<file path="config.mk">
export PLATFORM = sky130hd
export DESIGN_NAME = decode_issue_queue
export DESIGN_NICKNAME = d
export VERILOG_FILES = /design/src/rtl/decode_issue_queue_pkg.sv /design/src/rtl/decode_issue_queue_decode_core.sv /design/src/rtl/decode_issue_queue.sv
export SDC_FILE = /design/constraint.sdc
export NUM_CORES = 1
export LEC_CHECK = 0
export ABC_CLOCK_PERIOD_IN_PS = 18000
export BUFFER_PORTS_ARGS = -buffer_cell sky130_fd_sc_hd__buf_4
export CORE_ASPECT_RATIO = 1.4
export CORE_MARGIN = 3
export CORE_UTILIZATION = 40
export DETAILED_ROUTE_END_ITERATION = 7
export SLEW_MARGIN = 20
export SYNTH_ARGS = -nofsm -noshare
export SYNTH_HDL_FRONTEND = slang
export SYNTH_SLANG_ARGS = --single-unit
</file>
<file path="constraint.sdc">
create_clock -name clk -period 18 [get_ports clk]
set_input_delay 0 -clock clk [delete_from_list [all_inputs] [get_ports clk]]
set_output_delay 0 -clock clk [all_outputs]
set_load 0.1 [all_outputs]
</file>
<file path="src/rtl/decode_issue_queue_pkg.sv">
// Shared decode constants: RISC-V major opcodes, inside opcode codes and the decoded-instruction bundle.
package decode_issue_queue_pkg;

  localparam int INSTR_W   = 32;
  localparam int REG_IDX_W = 5;
  localparam int OP_W      = 6;

  localparam logic [6:0] OPC_LUI    = 7'b0110111;
  localparam logic [6:0] OPC_AUIPC  = 7'b0010111;
  localparam logic [6:0] OPC_JAL    = 7'b1101111;
  localparam logic [6:0] OPC_JALR   = 7'b1100111;
  localparam logic [6:0] OPC_BRANCH = 7'b1100011;
  localparam logic [6:0] OPC_LOAD   = 7'b0000011;
  localparam logic [6:0] OPC_STORE  = 7'b0100011;
  localparam logic [6:0] OPC_OPIMM  = 7'b0010011;
  localparam logic [6:0] OPC_OP     = 7'b0110011;

  typedef enum logic [OP_W-1:0] {
    OP_NOP,  OP_LUI,  OP_AUIPC, OP_JAL,  OP_JALR,
    OP_BEQ,  OP_BNE,  OP_BLT,   OP_BGE,  OP_BLTU, OP_BGEU,
    OP_LB,   OP_LH,   OP_LW,    OP_LBU,  OP_LHU,
    OP_SB,   OP_SH,   OP_SW,
    OP_ADDI, OP_SLTI, OP_SLTIU, OP_XORI, OP_ORI,  OP_ANDI,
    OP_SLLI, OP_SRLI, OP_SRAI,
    OP_ADD,  OP_SUB,  OP_SLL,   OP_SLT,  OP_SLTU, OP_XOR,
    OP_SRL,  OP_SRA,  OP_OR,    OP_AND
  } op_t;

  typedef struct packed {
    op_t                op;
    logic               slb;
    logic [INSTR_W-1:0] imm;
    logic               uses_rs1;
    logic               uses_rs2;
    logic               writes_rd;
    logic               illegal;
  } dec_t;

endpackage

</file>
<file path="src/rtl/decode_issue_queue_decode_core.sv">
// Combinational RV32I decoder: instruction word to inside opcode, target unit, immediate and source/dest usage.
module decode_core
  import decode_issue_queue_pkg::*;
(
  input  logic [INSTR_W-1:0] i_instr,
  output dec_t               o_dec
);

  logic [6:0]         w_opc;
  logic [2:0]         w_f3;
  logic               w_alt;
  logic [INSTR_W-1:0] w_imm_i, w_imm_s, w_imm_b, w_imm_u, w_imm_j, w_imm_sh;

  assign w_opc    = i_instr[6:0];
  assign w_f3     = i_instr[14:12];
  assign w_alt    = i_instr[30];
  assign w_imm_i  = {{20{i_instr[31]}}, i_instr[31:20]};
  assign w_imm_s  = {{20{i_instr[31]}}, i_instr[31:25], i_instr[11:7]};
  assign w_imm_b  = {{20{i_instr[31]}}, i_instr[7], i_instr[30:25], i_instr[11:8], 1'b0};
  assign w_imm_u  = {i_instr[31:12], 12'b0};
  assign w_imm_j  = {{12{i_instr[31]}}, i_instr[19:12], i_instr[20], i_instr[30:21], 1'b0};
  assign w_imm_sh = {27'b0, i_instr[24:20]};

  always_comb begin
    o_dec    = '0;
    o_dec.op = OP_NOP;
    case (w_opc)
      OPC_LUI:   begin o_dec.op = OP_LUI;   o_dec.imm = w_imm_u; o_dec.writes_rd = 1'b1; end
      OPC_AUIPC: begin o_dec.op = OP_AUIPC; o_dec.imm = w_imm_u; o_dec.writes_rd = 1'b1; end
      OPC_JAL:   begin o_dec.op = OP_JAL;   o_dec.imm = w_imm_j; o_dec.writes_rd = 1'b1; end
      OPC_JALR: begin
        o_dec.op = OP_JALR; o_dec.imm = w_imm_i;
        o_dec.uses_rs1 = 1'b1; o_dec.writes_rd = 1'b1;
        o_dec.illegal = (w_f3 != 3'd0);
      end
      OPC_BRANCH: begin
        o_dec.imm = w_imm_b; o_dec.uses_rs1 = 1'b1; o_dec.uses_rs2 = 1'b1;
        case (w_f3)
          3'd0:    o_dec.op = OP_BEQ;
          3'd1:    o_dec.op = OP_BNE;
          3'd4:    o_dec.op = OP_BLT;
          3'd5:    o_dec.op = OP_BGE;
          3'd6:    o_dec.op = OP_BLTU;
          3'd7:    o_dec.op = OP_BGEU;
          default: o_dec.illegal = 1'b1;
        endcase
      end
      OPC_LOAD: begin
        o_dec.slb = 1'b1; o_dec.imm = w_imm_i;
        o_dec.uses_rs1 = 1'b1; o_dec.writes_rd = 1'b1;
        case (w_f3)
          3'd0:    o_dec.op = OP_LB;
          3'd1:    o_dec.op = OP_LH;
          3'd2:    o_dec.op = OP_LW;
          3'd4:    o_dec.op = OP_LBU;
          3'd5:    o_dec.op = OP_LHU;
          default: o_dec.illegal = 1'b1;
        endcase
      end
      OPC_STORE: begin
        o_dec.slb = 1'b1; o_dec.imm = w_imm_s;
        o_dec.uses_rs1 = 1'b1; o_dec.uses_rs2 = 1'b1;
        case (w_f3)
          3'd0:    o_dec.op = OP_SB;
          3'd1:    o_dec.op = OP_SH;
          3'd2:    o_dec.op = OP_SW;
          default: o_dec.illegal = 1'b1;
        endcase
      end
      OPC_OPIMM: begin
        o_dec.imm = w_imm_i; o_dec.uses_rs1 = 1'b1; o_dec.writes_rd = 1'b1;
        case (w_f3)
          3'd0: o_dec.op = OP_ADDI;
          3'd2: o_dec.op = OP_SLTI;
          3'd3: o_dec.op = OP_SLTIU;
          3'd4: o_dec.op = OP_XORI;
          3'd6: o_dec.op = OP_ORI;
          3'd7: o_dec.op = OP_ANDI;
          3'd1: begin o_dec.op = OP_SLLI; o_dec.imm = w_imm_sh; end
          default: begin o_dec.op = w_alt ? OP_SRAI : OP_SRLI; o_dec.imm = w_imm_sh; end
        endcase
      end
      OPC_OP: begin
        o_dec.uses_rs1 = 1'b1; o_dec.uses_rs2 = 1'b1; o_dec.writes_rd = 1'b1;
        case (w_f3)
          3'd0:    o_dec.op = w_alt ? OP_SUB : OP_ADD;
          3'd1:    o_dec.op = OP_SLL;
          3'd2:    o_dec.op = OP_SLT;
          3'd3:    o_dec.op = OP_SLTU;
          3'd4:    o_dec.op = OP_XOR;
          3'd5:    o_dec.op = w_alt ? OP_SRA : OP_SRL;
          3'd6:    o_dec.op = OP_OR;
          default: o_dec.op = OP_AND;
        endcase
      end
      default: o_dec.illegal = 1'b1;
    endcase
  end

endmodule

</file>
<file path="src/rtl/decode_issue_queue.sv">
// Instruction queue + decode/rename/dispatch; head issues combinationally (0-cycle head-to-issue), stalls on ROB/RS/SLB full.
// Build option DECODE_CDB_BYPASS_EN: capture a same-cycle CDB broadcast for a still-pending source.
module decode_issue_queue
  import decode_issue_queue_pkg::*;
#(
  parameter int IQ_DEPTH  = 8,
  parameter int ROB_TAG_W = 4,
  parameter int XLEN      = 32
) (
  input  logic                 clk,
  input  logic                 rst,
  input  logic                 rdy,
  input  logic                 flush,
  input  logic                 in_fetch_valid,
  input  logic [XLEN-1:0]      in_fetch_instr,
  input  logic [XLEN-1:0]      in_fetch_pc,
  input  logic                 in_fetch_jump,
  output logic                 out_fetch_ready,
  output logic [4:0]           out_reg_rs1,
  output logic [4:0]           out_reg_rs2,
  input  logic [XLEN-1:0]      in_reg_value1,
  input  logic [XLEN-1:0]      in_reg_value2,
  input  logic                 in_reg_busy1,
  input  logic                 in_reg_busy2,
  input  logic [ROB_TAG_W-1:0] in_reg_robtag1,
  input  logic [ROB_TAG_W-1:0] in_reg_robtag2,
  output logic [ROB_TAG_W-1:0] out_rob_tag1,
  output logic [ROB_TAG_W-1:0] out_rob_tag2,
  input  logic [XLEN-1:0]      in_rob_value1,
  input  logic [XLEN-1:0]      in_rob_value2,
  input  logic                 in_rob_ready1,
  input  logic                 in_rob_ready2,
  input  logic [ROB_TAG_W-1:0] in_rob_freetag,
  input  logic                 in_rob_full,
  input  logic                 in_rs_full,
  input  logic                 in_slb_full,
  input  logic                 in_cdb_valid,
  input  logic [ROB_TAG_W-1:0] in_cdb_tag,
  input  logic [XLEN-1:0]      in_cdb_value,
  output logic                 out_issue_valid,
  output logic                 out_issue_slb,
  output logic [OP_W-1:0]      out_op,
  output logic [XLEN-1:0]      out_value1,
  output logic [XLEN-1:0]      out_value2,
  output logic [ROB_TAG_W-1:0] out_tag1,
  output logic [ROB_TAG_W-1:0] out_tag2,
  output logic [XLEN-1:0]      out_imm,
  output logic [XLEN-1:0]      out_pc,
  output logic [4:0]           out_rd,
  output logic [ROB_TAG_W-1:0] out_rob_tag,
  output logic                 out_jump
);

  localparam int PTR_W = $clog2(IQ_DEPTH);
  localparam int CNT_W = PTR_W + 1;

  typedef struct packed {
    logic [INSTR_W-1:0] instr;
    logic [XLEN-1:0]    pc;
    logic               jump;
  } iq_entry_t;

  typedef struct packed {
    logic [XLEN-1:0]      val;
    logic [ROB_TAG_W-1:0] tag;
  } opnd_t;

  iq_entry_t        r_mem [IQ_DEPTH];
  logic [PTR_W-1:0] r_head, r_tail;
  logic [CNT_W-1:0] r_count;

  iq_entry_t w_head;
  dec_t      w_dec;
  opnd_t     w_src1, w_src2;
  logic      w_enq, w_deq, w_head_vld, w_unit_full, w_issue;

  // Ready uses the pre-edge count, so a full queue never accepts even while it dequeues.
  assign out_fetch_ready = (r_count != CNT_W'(IQ_DEPTH)) && !flush && rdy && !rst;
  assign w_enq           = in_fetch_valid && out_fetch_ready;

  assign w_head = r_mem[r_head];

  decode_core u_decode_core (
    .i_instr (w_head.instr),
    .o_dec   (w_dec)
  );

  assign w_head_vld  = (r_count != '0) && rdy && !flush && !rst;
  assign w_unit_full = w_dec.slb ? in_slb_full : in_rs_full;
  assign w_issue     = w_head_vld && !w_dec.illegal && !in_rob_full && !w_unit_full;
  // Illegal heads are retired without a ROB slot, regardless of downstream back-pressure.
  assign w_deq       = w_issue || (w_head_vld && w_dec.illegal);

  always_ff @(posedge clk) begin
    if (rst || flush) begin
      r_head  <= '0;
      r_tail  <= '0;
      r_count <= '0;
    end else begin
      if (w_enq) r_tail <= r_tail + PTR_W'(1);
      if (w_deq) r_head <= r_head + PTR_W'(1);
      case ({w_enq, w_deq})
        2'b10:   r_count <= r_count + CNT_W'(1);
        2'b01:   r_count <= r_count - CNT_W'(1);
        default: r_count <= r_count;
      endcase
    end
  end

  always_ff @(posedge clk) begin
    if (w_enq) r_mem[r_tail] <= '{instr: in_fetch_instr[INSTR_W-1:0], pc: in_fetch_pc, jump: in_fetch_jump};
  end

  assign out_reg_rs1  = w_head.instr[19:15];
  assign out_reg_rs2  = w_head.instr[24:20];
  assign out_rob_tag1 = in_reg_robtag1;
  assign out_rob_tag2 = in_reg_robtag2;

  function automatic opnd_t resolve(input logic uses, input logic busy,
                                    input logic [ROB_TAG_W-1:0] robtag, input logic rob_rdy,
                                    input logic [XLEN-1:0] reg_val, input logic [XLEN-1:0] rob_val);
    opnd_t r;
    r = '0;
    if (uses) begin
      if (!busy)       r.val = reg_val;
      else if (rob_rdy) r.val = rob_val;
      else             r.tag = robtag;
    end
    return r;
  endfunction

  always_comb begin
    w_src1 = resolve(w_dec.uses_rs1, in_reg_busy1, in_reg_robtag1, in_rob_ready1, in_reg_value1, in_rob_value1);
    w_src2 = resolve(w_dec.uses_rs2, in_reg_busy2, in_reg_robtag2, in_rob_ready2, in_reg_value2, in_rob_value2);
`ifdef DECODE_CDB_BYPASS_EN
    if (in_cdb_valid && (w_src1.tag != '0) && (w_src1.tag == in_cdb_tag)) begin
      w_src1.val = in_cdb_value;
      w_src1.tag = '0;
    end
    if (in_cdb_valid && (w_src2.tag != '0) && (w_src2.tag == in_cdb_tag)) begin
      w_src2.val = in_cdb_value;
      w_src2.tag = '0;
    end
`endif
  end

`ifndef DECODE_CDB_BYPASS_EN
  logic w_unused_cdb;
  assign w_unused_cdb = ^{in_cdb_valid, in_cdb_tag, in_cdb_value};
`endif

  always_comb begin
    out_issue_valid = w_issue;
    out_issue_slb   = 1'b0;
    out_op          = '0;
    out_value1      = '0;
    out_value2      = '0;
    out_tag1        = '0;
    out_tag2        = '0;
    out_imm         = '0;
    out_pc          = '0;
    out_rd          = '0;
    out_rob_tag     = '0;
    out_jump        = 1'b0;
    if (w_issue) begin
      out_issue_slb = w_dec.slb;
      out_op        = w_dec.op;
      out_value1    = w_src1.val;
      out_value2    = w_src2.val;
      out_tag1      = w_src1.tag;
      out_tag2      = w_src2.tag;
      out_imm       = XLEN'($signed(w_dec.imm));
      out_pc        = w_head.pc;
      out_rd        = w_dec.writes_rd ? w_head.instr[11:7] : 5'd0;
      out_rob_tag   = in_rob_freetag;
      out_jump      = w_head.jump;
    end
  end

endmodule
</file>
==> metrics.txt, run 1 <==
row count=102; Filler Cell Count=4679; register bit total from synthesis=533; first-pass GRT wire length=97000 µm; I/O pin cnt=427; commonest non-fill, non-tap cell in the layout=edfxtp_1; max cap viols=0; Rel. slew slack=0.102; Initial Utilization=0.406; Final GP Congestion=0.900; Sequential cell area=15900 µm²; HP Class=primary input to register; Total GRT Usage=0.228; Final nets=2041; Arr. time, crit path=7.91 ns; Synthesis Warnings=0; die width=207 µm; DR WL/cell=27.1 µm; Final Max Slew Viols=0; status=finished, final reports clean; Post-Syn Instances=1326; Final Routed Wirelength=69200 µm; CTS clk-pin slew, worst paths=0.06 ns; Post-CTS Resized=0; main flop type after synthesis=edfxtp_1; area delta synth->final=26.9%; worst path bufs/invs=3; clk_lat worst skew=0.56 ns; die area=59400 µm²; CTS sink cnt=533; Setup TNS Final=0 ns; Net Count, Synth=1586; share of layout cells above drive strength 1=0.371; most frequent cells in the layout=edfxtp_1 (520), buf_4 (413), nor2_1 (133); grt total ovfl=0; DRC=0; pin count of the biggest net entering global routing=56; Final HPWL DP=46700 µm; Setup crit start kind=register; Vert. Die Dim=287 µm; CP Class=register to primary output; Mapped Area=22600 µm²; Clock Path Buffers=3; CP delay by family, top=simple AND/OR/NAND/NOR gates; static leakage=9.63 nW; post-layout min period=7.91 ns; Crit path largest cell delay=1.31 ns; Peak VDD IR=0.0649 mV; area of the multi-input gates=6380 µm²; Max FO, Critical Path=46; Pwr Total=2.52 mW; WP data required=18.00 ns; distinct cell type count after synthesis=59; Final Skew=0.0192 ns; initial antenna violation count=4; Root Buffer=clkbuf_16; routed vias=13800; CP cell instances=buf_4 > buf_4 > mux4_2 > mux2i_1 > nor2_1 > nor2_1 > a2111oi_2 > a311oi_4 > nand3_2 > nor4b_1 > buf_4; Post-synth EDFFs=520; Mapped Avg Cell Area=17.0 µm²; # H-tree levels=2; FFs w/ async S/R, synth=0; Port Buffers=389; pwr dens=88.0 nW/µm²; Detail Route Antenna Nets=0; Hold Vio Cnt, Final=0; fmax=0.126 GHz; slowest library cell on the worst path=nor4b_1; register area share after synthesis=0.702; drt first-iter violations=1014; Vias/cell=5.42; Core Area=55600 µm²; number of iterations in the first detailed-routing pass=4; CTS tree=yes; total CTS buffers=49; vias in the first global route=14200; CP most frequent cell=buf_4; Worst setup EP type=primary output; crit share post-route=0.439; unrepaired setup endpoints after global routing=no; actual slew at the worst max-slew pin=1.33 ns; Setup violations, final=0
[cell usage after synthesis, types with 10 or more instances]
cell type | instances | area (µm²)
a21oi_1 | 99 | 495
buf_1 | 10 | 37.5
buf_2 | 13 | 65.1
clkbuf_1 | 48 | 180
dfxtp_1 | 13 | 260
edfxtp_1 | 520 | 15600
inv_1 | 14 | 52.6
mux2_2 | 30 | 338
mux2i_1 | 42 | 420
mux4_2 | 126 | 2840
nand2_1 | 55 | 206
nand3_1 | 11 | 55.1
nor2_1 | 139 | 522
nor2b_1 | 72 | 450
o21ai_0 | 13 | 65.1
[cell families after synthesis]
family,after synthesis,share of synthesized area
AO/OA/AOI/OAI,149,0.0389
AND/OR/NAND/NOR,338,0.0743
flip-flops,533,0.702
buffers and inverters,96,0.0185
multiplexers,200,0.161
adder cells (fa/ha/maj),6,0.00365
XOR/XNOR,4,0.00155
[where the power goes]
part / switching (mW) / internal [mW]
Combinational: 0.0640 / 0.0600
Sequential: 0.00120 / 1.36
Clock: 0.444 / 0.590
[worst paths after layout]
kind,from,endpoint,slack (ns),cells past startpoint
min,in_slb_full,r_head[1],0.08,5
max,register,out_tag2[2],10.09,11
max reg2reg,register,r_count[3],11.60,16
min reg2reg,r_head[2],register,0.46,1
[area by class of cell]
cell class                      count  share of cell area
Timing Repair Buffer              485               0.134
Inverter                           15             0.00196
Tap cell                          728              0.0318
Multi-Input combinational cell    697               0.222
Clock buffer                       57              0.0453
Clock inverter                     35              0.0108
Sequential cell                   533               0.554
Antenna cell                        3            0.000262
[worst min-delay path, delay by kind of cell]
family	cells	cell delay, ns
AOI/OAI and AO/OA	2	0.21
buffers and inverters	1	0.11
muxes	1	0.19
and+or+nand+nor	1	0.07
[per-layer routing]
layer  part of all wire  vias to the layer above  routed length (µm)  track usage
met4              0.047                        0                3240        0.100
met1               0.38                     7054               26100        0.277
met2               0.48                      554               33000        0.373
li1                   -                     6123                   -            -
met5                  0                        -                   0            0
met3              0.099                      113                6840       0.0747
[stage by stage]
stage	util	hold WS, ns	cells	setup slack (ns)	cell area [µm²]
after detailed placement	0.473	0.236	2386	10.13	26300
final	0.516	0.0785	2553	10.09	28700
after CTS	0.515	0.0612	2549	9.52	28600
after floorplan	-	0.0989	1326	10.57	22600
after global placement	0.473	0.231	2386	10.27	26300
after global routing	0.516	0.115	2553	9.64	28700
[state kept, by name, indices dropped and copies added, names as in the netlist, named ones only]
| name | count |
|---|---|
| r_count | 4 |
| r_head | 3 |
| r_mem | 520 |
| r_tail | 3 |
[timing repair]
action	4_1_cts	5_1_grt
hold buffers	71	0
hold endpoints to repair	533	0
setup buffers	0	0
Note: power is estimated with default switching activity, not from simulation.
==> inputs of run 2 (changes only) <==
Settings changed: ABC_CLOCK_PERIOD_IN_PS 18000 to 6800.
Clock period 18 ns to 6.8 ns, I/O delays scaled along.
==> run 2 against run 1 <==
First-iteration DRC count down 19%. Final area is 0.26% lower. Critical path type unchanged. Clock power grew to 2.5 times the previous value. Final cell count is 0.12% lower. Utilization shrank 0.13 points. Largest cell class unchanged. Sequential share of layout area increased by 0.14 points.
==> metrics.txt, run 2 (same netlist as run 1, synthesis figures left out) <==
status=finished, final reports clean; Filler Cell Count=4656 (-0.49%); post-layout min period=5.91 ns; DR WL/cell=26.9 µm (-0.84%); Most Crowded Layer GR=met2; Setup crit start kind=register; Max FO, Critical Path=51 (+11%); DRC=0 (unchanged); Detail Route Antenna Nets=0 (unchanged); Initial Utilization=0.406 (unchanged); setup bufs post-CTS=0 (unchanged); number of iterations in the first detailed-routing pass=6 (+2); max cap viols=0 (unchanged); Clock Path Buffers=3 (unchanged); pin count of the biggest net entering global routing=52 (-7.1%); Arr. time, crit path=5.91 ns (-2.00 ns); Final Instance Area=28600 µm² (-0.26%); Final HPWL DP=45900 µm (-1.8%); Final nets=2043 (+0.098%); commonest non-fill, non-tap cell in the layout=edfxtp_1; most frequent cells in the layout=edfxtp_1 (520), buf_4 (414), nor2_1 (133); Crit path largest cell delay=0.91 ns (-0.40 ns); CTS tree=yes; met1 Use GR=0.281 (+0.00468); Root Buffer=clkbuf_16; Final Routed Wirelength=68500 µm (-0.96%); Largest regs=r_mem (520), r_count (4); clk_lat worst skew=0.57 ns (about the same); Total GRT Usage=0.225 (-0.00283); fmax=0.169 GHz; Largest register FFs=520 (unchanged); Setup TNS Final=0 ns (unchanged); share of layout cells above drive strength 1=0.364 (-0.00688); Peak VDD IR=0.193 mV (+200%); Pwr Total=6.56 mW (+160%); Port Buffers=389 (unchanged); pwr dens=229 nW/µm² (+160%); Worst Reg2Reg Path Length in Cells=16 (unchanged); routed vias=13800 (-0.38%); Final GP Congestion=0.910 (+1.0%); area delta synth->final=26.6%; die width=207 µm (unchanged); Hold Path Depth=5 (unchanged); crit share post-route=0.869; Final Max Slew Viols=0 (unchanged); first-pass GRT wire length=96000 µm (-1.0%); Vert. Die Dim=287 µm (unchanged); Vias/cell=5.41 (-0.26%); Setup violations, final=0 (unchanged); total CTS buffers=48 (-2.0%); Final Skew=0.0314 ns (+0.0121 ns); global routing usage on met3=0.0573 (-0.0173); I/O pin cnt=427 (unchanged); met2 Usage GRT=0.377 (+0.00438); unrepaired setup endpoints after global routing=no; row count=102 (unchanged); CTS clk-pin slew, worst paths=0.06 ns (about the same); CTS sink cnt=533 (unchanged); Worst setup EP type=primary output; drt first-iter violations=823 (-19%); CP cell instances=buf_4 > mux4_2 > mux2i_1 > buf_4 > nor2_1 > nor2_1 > a2111oi_2 > a311oi_4 > nand3_2 > nor4b_1 > buf_4; # H-tree levels=2 (unchanged); slowest library cell on the worst path=nand3_2; Rel. slew slack=0.319 (+0.218); Final Core Density=0.514 (-0.00133); WP data required=6.80 ns (-11.20 ns); static leakage=9.55 nW (-0.81%); Hold Vio Cnt, Final=0 (unchanged); Area after DPL=26400 µm² (+0.18%); hold_ws=0.0651 ns (-0.0133 ns); CP most frequent cell=buf_4; HP Class=primary input to register; initial antenna violation count=5 (+1); CP Class=register to primary output; vias in the first global route=14100 (-0.39%); Core Area=55600 µm² (unchanged); die area=59400 µm² (unchanged); Most flops, register=r_mem; actual slew at the worst max-slew pin=1.02 ns (-0.308 ns); grt total ovfl=0 (unchanged)
==> run 2: cell count changes in the layout (fill, tap and decap cells not counted), moves of 2 or more <==
| cell | delta |
|---|---|
| clkbuf_16 | -2 |
| clkinv_4 | -2 |
| nor3_2 | -3 |
| clkinv_1 | +7 |
| bufinv_16 | -2 |
| nor3_4 | +2 |
| clkinv_2 | -11 |
| buf_12 | +2 |
==> run 2: area by class of cell <==
type / count / area [µm²] / share of cell area
Sequential cell: 533 / 15900 / 0.555
Multi-Input combinational cell: 697 / 6390 / 0.223
Timing Repair Buffer: 488 / 3870 / 0.135
Clock buffer: 56 / 1250 / 0.0438
Tap cell: 728 / 911 / 0.0318
Clock inverter: 29 / 230 / 0.00805
Inverter: 15 / 56.3 / 0.00197
Antenna cell: 4 / 10.0 / 0.000350
==> run 2: stage by stage <==
step | worst slack (ns) | instances
6_report | 0.891 | 2550
2_1_floorplan | 0.977 | 1326
3_5_place_dp | 1.41 | 2388
4_1_cts | 0.802 | 2544
5_1_grt | 0.462 | 2548
3_3_place_gp | 1.51 | 2388
==> run 2: power by group <==
group | switching, mW | internal (mW)
Combinational | 0.200 | 0.160
Sequential | 0.00327 | 3.61
Clock | 1.15 | 1.43
==> run 2: path summary, 6_finish.rpt <==
kind | from | endpoint | slack, ns
worst max-delay path | register | out_tag2[3] | 0.89
worst min-delay path | in_rs_full | r_head[1] | 0.07
worst max register to register | register | r_count[3] | 1.83
worst min register to register | r_tail[0] | r_tail[0] | 0.50
==> run 2: metal layers <==
layer  share of wire  wire, µm  vias to the layer above
met5         0.00039        27                        -
met4           0.037      2520                        4
met3           0.084      5770                      102
met2            0.49     33200                      550
met1            0.39     27000                     7016
li1                -         -                     6120
==> run 2: timing repair <==
| item | 4_1_cts | 5_1_grt |
|---|---|---|
| setup endpoints to repair | 0 | 0 |
| hold buffers | 71 | 0 |
| resized for setup | 0 | 0 |
| endpoints found under the hold margin | 533 | 0 |
==> run 2: critical path: cells and delay by family (launching register included) <==
kind / cells / cell delay (ns)
simple gates: 4 / 1.91
buf+inv: 3 / 1.28
flops: 1 / 0.83
compound gates: 2 / 0.72
mux: 2 / 0.56
